--- src/rtl/mult_pkg.sv ---
// Shared definitions for the HI/LO multiply unit and the control unit's stall logic.
package mult_pkg;

  localparam int MULT_WIDTH   = 32;
  localparam int MULT_LATENCY = MULT_WIDTH + 1;

  typedef enum logic [1:0] {
    IDLE,
    RUN,
    FIN
  } state_e;

endpackage

--- src/rtl/hilo_mult.sv ---
// Iterative radix-2 shift-add multiplier that owns the HI/LO register pair.
// Define HILO_MULT_SIGNED_EN to honour is_signed (mult); otherwise every request is multu.
module hilo_mult
  import mult_pkg::*;
#(
  parameter int WIDTH = MULT_WIDTH
) (
  input  logic             clk,
  input  logic             reset,
  input  logic             start,
  input  logic             is_signed,
  input  logic [WIDTH-1:0] a,
  input  logic [WIDTH-1:0] b,
  output logic             busy,
  output logic             done,
  output logic [WIDTH-1:0] hi,
  output logic [WIDTH-1:0] lo
);

  localparam int CW = $clog2(WIDTH + 1);

  state_e               state_q;
  logic [CW-1:0]        cnt_q;
  logic [WIDTH-1:0]     mcand_q;
  logic [WIDTH-1:0]     mplr_q;
  logic [2*WIDTH-1:0]   acc_q;
  logic                 neg_q;
  logic                 busy_q;
  logic                 done_q;
  logic [WIDTH-1:0]     hi_q;
  logic [WIDTH-1:0]     lo_q;

  logic [WIDTH-1:0]     mag_a_d;
  logic [WIDTH-1:0]     mag_b_d;
  logic                 neg_d;
  logic [WIDTH:0]       sum_d;
  logic [2*WIDTH-1:0]   acc_d;
  logic [2*WIDTH-1:0]   prod_d;

`ifdef HILO_MULT_SIGNED_EN
  // Magnitude of the most negative value wraps to 2^(WIDTH-1), which is exactly right unsigned.
  always_comb begin
    mag_a_d = (is_signed && a[WIDTH-1]) ? (~a + WIDTH'(1)) : a;
    mag_b_d = (is_signed && b[WIDTH-1]) ? (~b + WIDTH'(1)) : b;
    neg_d   = is_signed & (a[WIDTH-1] ^ b[WIDTH-1]);
  end

  assign prod_d = neg_q ? (~acc_q + (2*WIDTH)'(1)) : acc_q;
`else
  logic unused_sign_bits;
  assign unused_sign_bits = is_signed | neg_q;

  always_comb begin
    mag_a_d = a;
    mag_b_d = b;
    neg_d   = 1'b0;
  end

  assign prod_d = acc_q;
`endif

  // The extra top bit holds the carry so the shift brings it into the product.
  assign sum_d = {1'b0, acc_q[2*WIDTH-1:WIDTH]} + (mplr_q[0] ? {1'b0, mcand_q} : '0);
  assign acc_d = {sum_d, acc_q[WIDTH-1:1]};

  always_ff @(posedge clk) begin
    if (reset) begin
      state_q <= IDLE;
      cnt_q   <= '0;
      mcand_q <= '0;
      mplr_q  <= '0;
      acc_q   <= '0;
      neg_q   <= 1'b0;
      busy_q  <= 1'b0;
      done_q  <= 1'b0;
      hi_q    <= '0;
      lo_q    <= '0;
    end else begin
      done_q <= 1'b0;
      unique case (state_q)
        IDLE: begin
          if (start) begin
            mcand_q <= mag_a_d;
            mplr_q  <= mag_b_d;
            neg_q   <= neg_d;
            acc_q   <= '0;
            cnt_q   <= CW'(WIDTH);
            busy_q  <= 1'b1;
            state_q <= RUN;
          end
        end
        RUN: begin
          acc_q  <= acc_d;
          mplr_q <= mplr_q >> 1;
          cnt_q  <= cnt_q - CW'(1);
          if (cnt_q == CW'(1)) begin
            state_q <= FIN;
          end
        end
        FIN: begin
          {hi_q, lo_q} <= prod_d;
          done_q       <= 1'b1;
          busy_q       <= 1'b0;
          state_q      <= IDLE;
        end
        default: begin
          state_q <= IDLE;
        end
      endcase
    end
  end

  assign busy = busy_q;
  assign done = done_q;
  assign hi   = hi_q;
  assign lo   = lo_q;

endmodule

--- config.mk ---
export PLATFORM = sky130hd
export DESIGN_NAME = hilo_mult
export DESIGN_NICKNAME = d
export VERILOG_FILES = /design/src/rtl/mult_pkg.sv /design/src/rtl/hilo_mult.sv
export SDC_FILE = /design/constraint.sdc
export NUM_CORES = 1
export LEC_CHECK = 0
export ABC_AREA = 1
export CORE_UTILIZATION = 50
export CTS_CLUSTER_SIZE = 25
export DETAILED_ROUTE_END_ITERATION = 12
export PLACE_DENSITY = 0.88
export SKIP_CTS_REPAIR_TIMING = 1
export SKIP_LAST_GASP = 1
export SLEW_MARGIN = 20
export SYNTH_ARGS = -nofsm -noshare
export SYNTH_HDL_FRONTEND = slang
export SYNTH_SLANG_ARGS = --single-unit
--- constraint.sdc ---
create_clock -name clk -period 2.4 [get_ports clk]
set_input_delay 0.48 -clock clk [delete_from_list [all_inputs] [get_ports clk]]
set_output_delay 0.48 -clock clk [all_outputs]
set_load 0.01 [all_outputs]
Word level (Yosys, flattened, before mapping). Index checks and enable logic that the tools add are counted.

Add/sub/neg operators: 2. Equality and inequality tests: 5. Muxes and demuxes: 13. Reduce and logical (&&, ||, !) cells: 7.

Operator list (number): $pmux 64 s2 (1); $mux 32 (2); $mux 64 (1); $pmux 32 s2 (1); $add 32x32->33 (1); $pmux 6 s2 (1); $reduce_and 2->1 (4); $eq 6x1->1 const B (1); $mux 6 (1); $sub 6x1->6 const B (1); $mux 2 (2); $ne 2x2->1 const B (2); $pmux 2 s2 (1); $reduce_bool 2->1 (2); $eq 2x1->1 const B (1); $eq 2x2->1 const B (1); $logic_not 2->1 (1); $mux 1 (2); $pmux 1 s2 (1).

Register bits after elaboration: 202. Bits of input ports: 68. Output and inout port bits: 66. Logic and storage cells: 36.

Depth between registers and ports, before layout. Gate-level depths: netlist of the first run.

Depth in word-level cells: 3. Depth in mapped cells: 18. Depth with buffers taken out: 16.

Worst setup path after synthesis of the first run. No wires, ideal clock.

Kind: register -> register. Start: reg mplr_q[0]. End: reg acc_q[47]. Library setup time: 133 ps. Arrival: 2180 ps. Data required time: 2267 ps. Path slack: 87 ps. Stages on the path, launching flop included: 18. Path buffers: 2. Period minus slack after synthesis: 2313 ps. Cells stage by stage: dfxtp_1 -> clkbuf_1 -> clkbuf_1 -> nand2_1 -> inv_1 -> ha_1 -> inv_1 -> fa_1 -> inv_1 -> nand3_1 -> nand3_1 -> nand2_1 -> nand2_1 -> nand3_1 -> nand2_1 -> a21oi_1 -> nand2_1 -> a21oi_2.

Cells in the longest elaborated chain, start to end: 3.

Ends and longest elaborated chain: from (decl) (line hilo_mult.sv:25) `logic [WIDTH-1:0] mplr_q;`; from (signal assigned) (line hilo_mult.sv:84) `mplr_q <= mag_b_d;`; from (signal assigned) (line hilo_mult.sv:94) `mplr_q <= mplr_q >> 1;`; $mux 32 (line hilo_mult.sv:63) `assign sum_d = {1'b0, acc_q[2*WIDTH-1:WIDTH]} + (mplr_q[0] ? {1'b0, mcand_q} : '0);`; $add 32x32->33 (line hilo_mult.sv:63); $pmux 64 s2 (line hilo_mult.sv:80) `unique case (state_q)`; to (signal assigned) (line hilo_mult.sv:72) `acc_q <= '0;`; to (signal assigned) (line hilo_mult.sv:86) `acc_q <= '0;`; to (signal assigned) (line hilo_mult.sv:93) `acc_q <= acc_d;`; to (decl) (line hilo_mult.sv:26) `logic [2*WIDTH-1:0] acc_q;`.

No other way between the ends. A chain may end at the register's enable or synchronous reset.

Worst setup path in the final report of the first run.
Start: reg mplr_q[0]. End: reg acc_q[58].

The elaborated chain is that of the path after synthesis.

==> reports/results.tsv, run 1 <==
stage	metric	value	unit
job	max_cap viols	0	
worst_hold_path	worst hold path class	input pin to flip-flop	
floorplanning	die footprint	20220	um2
global_routing	grt total ovfl	0	
synth	Yosys warnings	0	
setup_path	WS Path Type	flip-flop to flip-flop	
clock_tree	CTS max path bufs	3	
clock_tree	CTS tree	yes	
clock_tree	Clk pin slew, worst setup/hold paths	0.06	ns
setup_path	Worst path most repeated cell	nand2_1	
run_status	status	finished clean	
floorplanning	Core ar.	18960	um2
synth	mux contribution to synthesized area	0	
drt	routed len/inst	13.59	um
synth	Synth top area share	0.4115	
sta	Setup Skew	0.01081	ns
setup_path	crit path max fanout	32	
setup_path	R2R Setup Slk	0.22	ns
sta	final hold vios	0	
finish	diode count	0	
synth	complex-gate fraction of the synthesized area	0.1329	
synth	top post-synthesis cells by area	dfxtp_1, nand2_1, inv_1, nand3_1, ha_1	
place	Routability Congestion	0.9287	
setup_path	Bufs and invs on worst path	2	
synth	Netlist cell types	34	
clock_tree	CTS Sinks	202	
global_routing	GR Layer Usage met1	0.3205	
synth	largest family of logic cells by synthesized area	simple AND/OR/NAND/NOR gates	
pwr	Lkg Pwr	5.467	nW
clock_tree	H-tree depth	1	
drt	initial drt markers	688	
floorplanning	I/O pins	134	
synth	EDFF count, synth	0	
drt	DRT antenna net count	0	
pwr	pwr/cell area	645.5	nW/um2
synth	Netlist Area Pre-Place	9827	um2
global_routing	routing usage on met3	0.03331	
global_routing	Global Route Usage Sum	0.2438	
sta	final hold slack	0.3701	ns
sta	fin. max-slew vios	0	
global_routing	met2 Use GR	0.4187	
clock_tree	TritonCTS buffer count	21	
sta	Slew Limit Headroom	0.4711	
setup_path	critical path's largest stage delay	0.37	ns
floorplanning	die width	142.2	um
finish	area growth from synthesis to layout	23.39	%
drt	DR DRC count	0	
synth	gate count after technology mapping	1426	
synth	Synth Area in XOR/XNOR	0	
place	Placed Area	11340	um2
finish	final instance area	12130	um2
synth	simple-gate share of the synthesized area	0.3070	
synth	sequential share of the synthesized area	0.4115	
floorplanning	Initial Util	0.5184	
floorplanning	Die Height	142.2	um
setup_path	Crit path required time	2.77	ns
setup_path	Worst setup SP type	flip-flop	
global_routing	vias in the first global route	8488	
finish	nets	1631	
place	Detailed Place HPWL	16790	um
sta	Final Critical Period	2.181	ns
sta	Worst-Margin Slew	0.7925	ns
sta	# setup viols final	0	
synth	Yosys top cell by area	dfxtp_1	
global_routing	initial antenna violation count	0	
clock_tree	worst-skew pair later-pin latency	0.50	ns
sta	setup TNS	0	ns
floorplanning	row count	50	
synth	Seq cells post-synth	202	
sta	RSZ-0062 raised after global routing	false	
clock_tree	CTS root buf	clkbuf_16	
synth	fraction of registers with async set/reset	0	
synth	Synth Area in Adders	0.04533	
setup_path	CP Data Arrival Time	2.55	ns
setup_path	critical path capture point type	flip-flop	
setup_path	Slowest-stage cell, CP	ha_1	
finish	FILL cells	1650	
finish	proportion of layout cells with a drive suffix above 1	0.08166	
setup_path	CP cell instances	buf_12, nand2_1, inv_1, ha_1, nor2_1, a21oi_1, nand3_1, nand3_2, nand2_1, nand2_1, nand2_1, nand3_1, a21oi_1	
drt	WL final	24510	um
pwr	Total Power	7.826	mW
sta	Achievable Freq	0.4584	GHz
synth	most common flop cell mapped by yosys	dfxtp_1	
place	port bufs	132	
global_routing	first-pass GRT wire length	40340	um
global_routing	Top Usage Layer GRT	met2	
global_routing	largest net degree at the start of global routing	102	
sta	fin crit share	0.9089	
setup_path	top cell family by delay on the critical path	simple AND/OR/NAND/NOR gates	
synth	average size of a mapped cell	6.891	um2
synth	Synth Net Count	1529	
drt	drt first pass iters	5	
drt	Vias/cell	5.099	
pwr	worst vdd ir	0.0005541	V
drt	Vias	9193	
-- synth_stat cells, drive strengths merged (4+ instances only) --
cell    instances
clkbuf         38
ha             34
or2             7
nand3b          4
nor3            6
o21ai          78
a21oi          66
inv           191
nand4           4
nand3         116
buf            30
nand2         456
a31oi          31
nor2          120
o32ai          33
dfxtp         202
-- layer usage --
layer / part of all wire / routed length (um)
met1: 0.46 / 11340
met2: 0.47 / 11400
met3: 0.052 / 1263
met4: 0.021 / 509
met5: 0 / 0
-- layout make-up --
class | instances | area, um2 | share of cell area
multi-input cells | 965 | 4792 | 0.3952
flip-flops and latches | 202 | 4045 | 0.3336
repair buffers | 147 | 1469 | 0.1211
well taps | 260 | 325.3 | 0.02683
inverters | 191 | 716.9 | 0.05913
clock buffers | 27 | 568.0 | 0.04685
clock inverters | 11 | 209.0 | 0.01723
-- cells by family after synthesis --
group | Yosys count
DFF | 202
and+or+nand+nor | 713
AOI/OAI and AO/OA | 217
buffers and inverters | 259
adders and majority gates | 35
-- path summary, 6_finish.rpt --
kind	cells after the start	end	startpoint
max	13	acc_q[58]$_SDFFE_PP0P_	mplr_q[0]$_SDFFE_PP0P_
min reg2reg	2	hi[21]$_SDFFE_PP0P_	acc_q[53]$_SDFFE_PP0P_
min	4	mcand_q[0]$_SDFFE_PP0P_	reset
max reg2reg	13	acc_q[58]$_SDFFE_PP0P_	mplr_q[0]$_SDFFE_PP0P_
-- power by group --
part / total (mW) / internal, mW / switching (mW)
registers: 3.53 / 3.47 / 0.0624
clock network: 3.63 / 2.32 / 1.31
logic: 0.671 / 0.256 / 0.415
-- flip-flops by register name, summed over array words and instances, names as in the netlist --
register / cells
busy: 1
hi: 32
state_q: 2
mplr_q: 32
mcand_q: 32
cnt_q: 6
done: 1
lo: 32
acc_q: 64
-- layout by cell type, fill, tap and decap left out, types with 3 or more instances in the layout --
master,synthesis,final
a21oi_1,58,57
inv_1,170,170
nor2_4,2,4
a31oi_1,31,31
nor2_2,7,5
nor3_1,4,4
nor2_1,111,111
o32ai_1,33,33
nand3_1,103,102
nand3b_1,4,4
a21oi_2,8,9
nand2_1,441,440
inv_2,21,21
nand2_2,15,16
bufinv_16,0,6
clkbuf_1,38,4
nand4_1,4,4
ha_1,34,33
o21ai_0,78,78
clkdlybuf4s50_1,0,131
clkinv_2,0,4
nand3_2,13,14
dfxtp_1,202,201
buf_4,5,13
buf_12,0,3
or2_1,5,5
clkbuf_16,0,21
-- worst register-to-register path: stages (launching register included) --
cell	delay, ns
dfxtp_2	0.34
buf_12	0.17
nand2_1	0.09
inv_1	0.04
ha_1	0.37
nor2_1	0.10
a21oi_1	0.26
nand3_1	0.14
nand3_2	0.15
nand2_1	0.13
nand2_1	0.09
nand2_1	0.05
nand3_1	0.06
a21oi_1	0.06
-- through the flow --
step	setup WS [ns]	utilization	instances
after floorplan	0.08676	-	1426
after global placement	0.2334	0.5980	1765
after detailed placement	0.2055	0.5980	1765
after CTS	0.1781	0.6390	1803
after global routing	0.007105	0.6397	1803
final	0.2186	0.6397	1803
No activity file was read; power rests on OpenSTA's default activity.
==> inputs of run 2 (changes only) <==
Settings changed: ABC_CLOCK_PERIOD_IN_PS set to 2400.
==> results of run 2 <==
The final DEF is identical to that of run 1; final timing and power are the same.
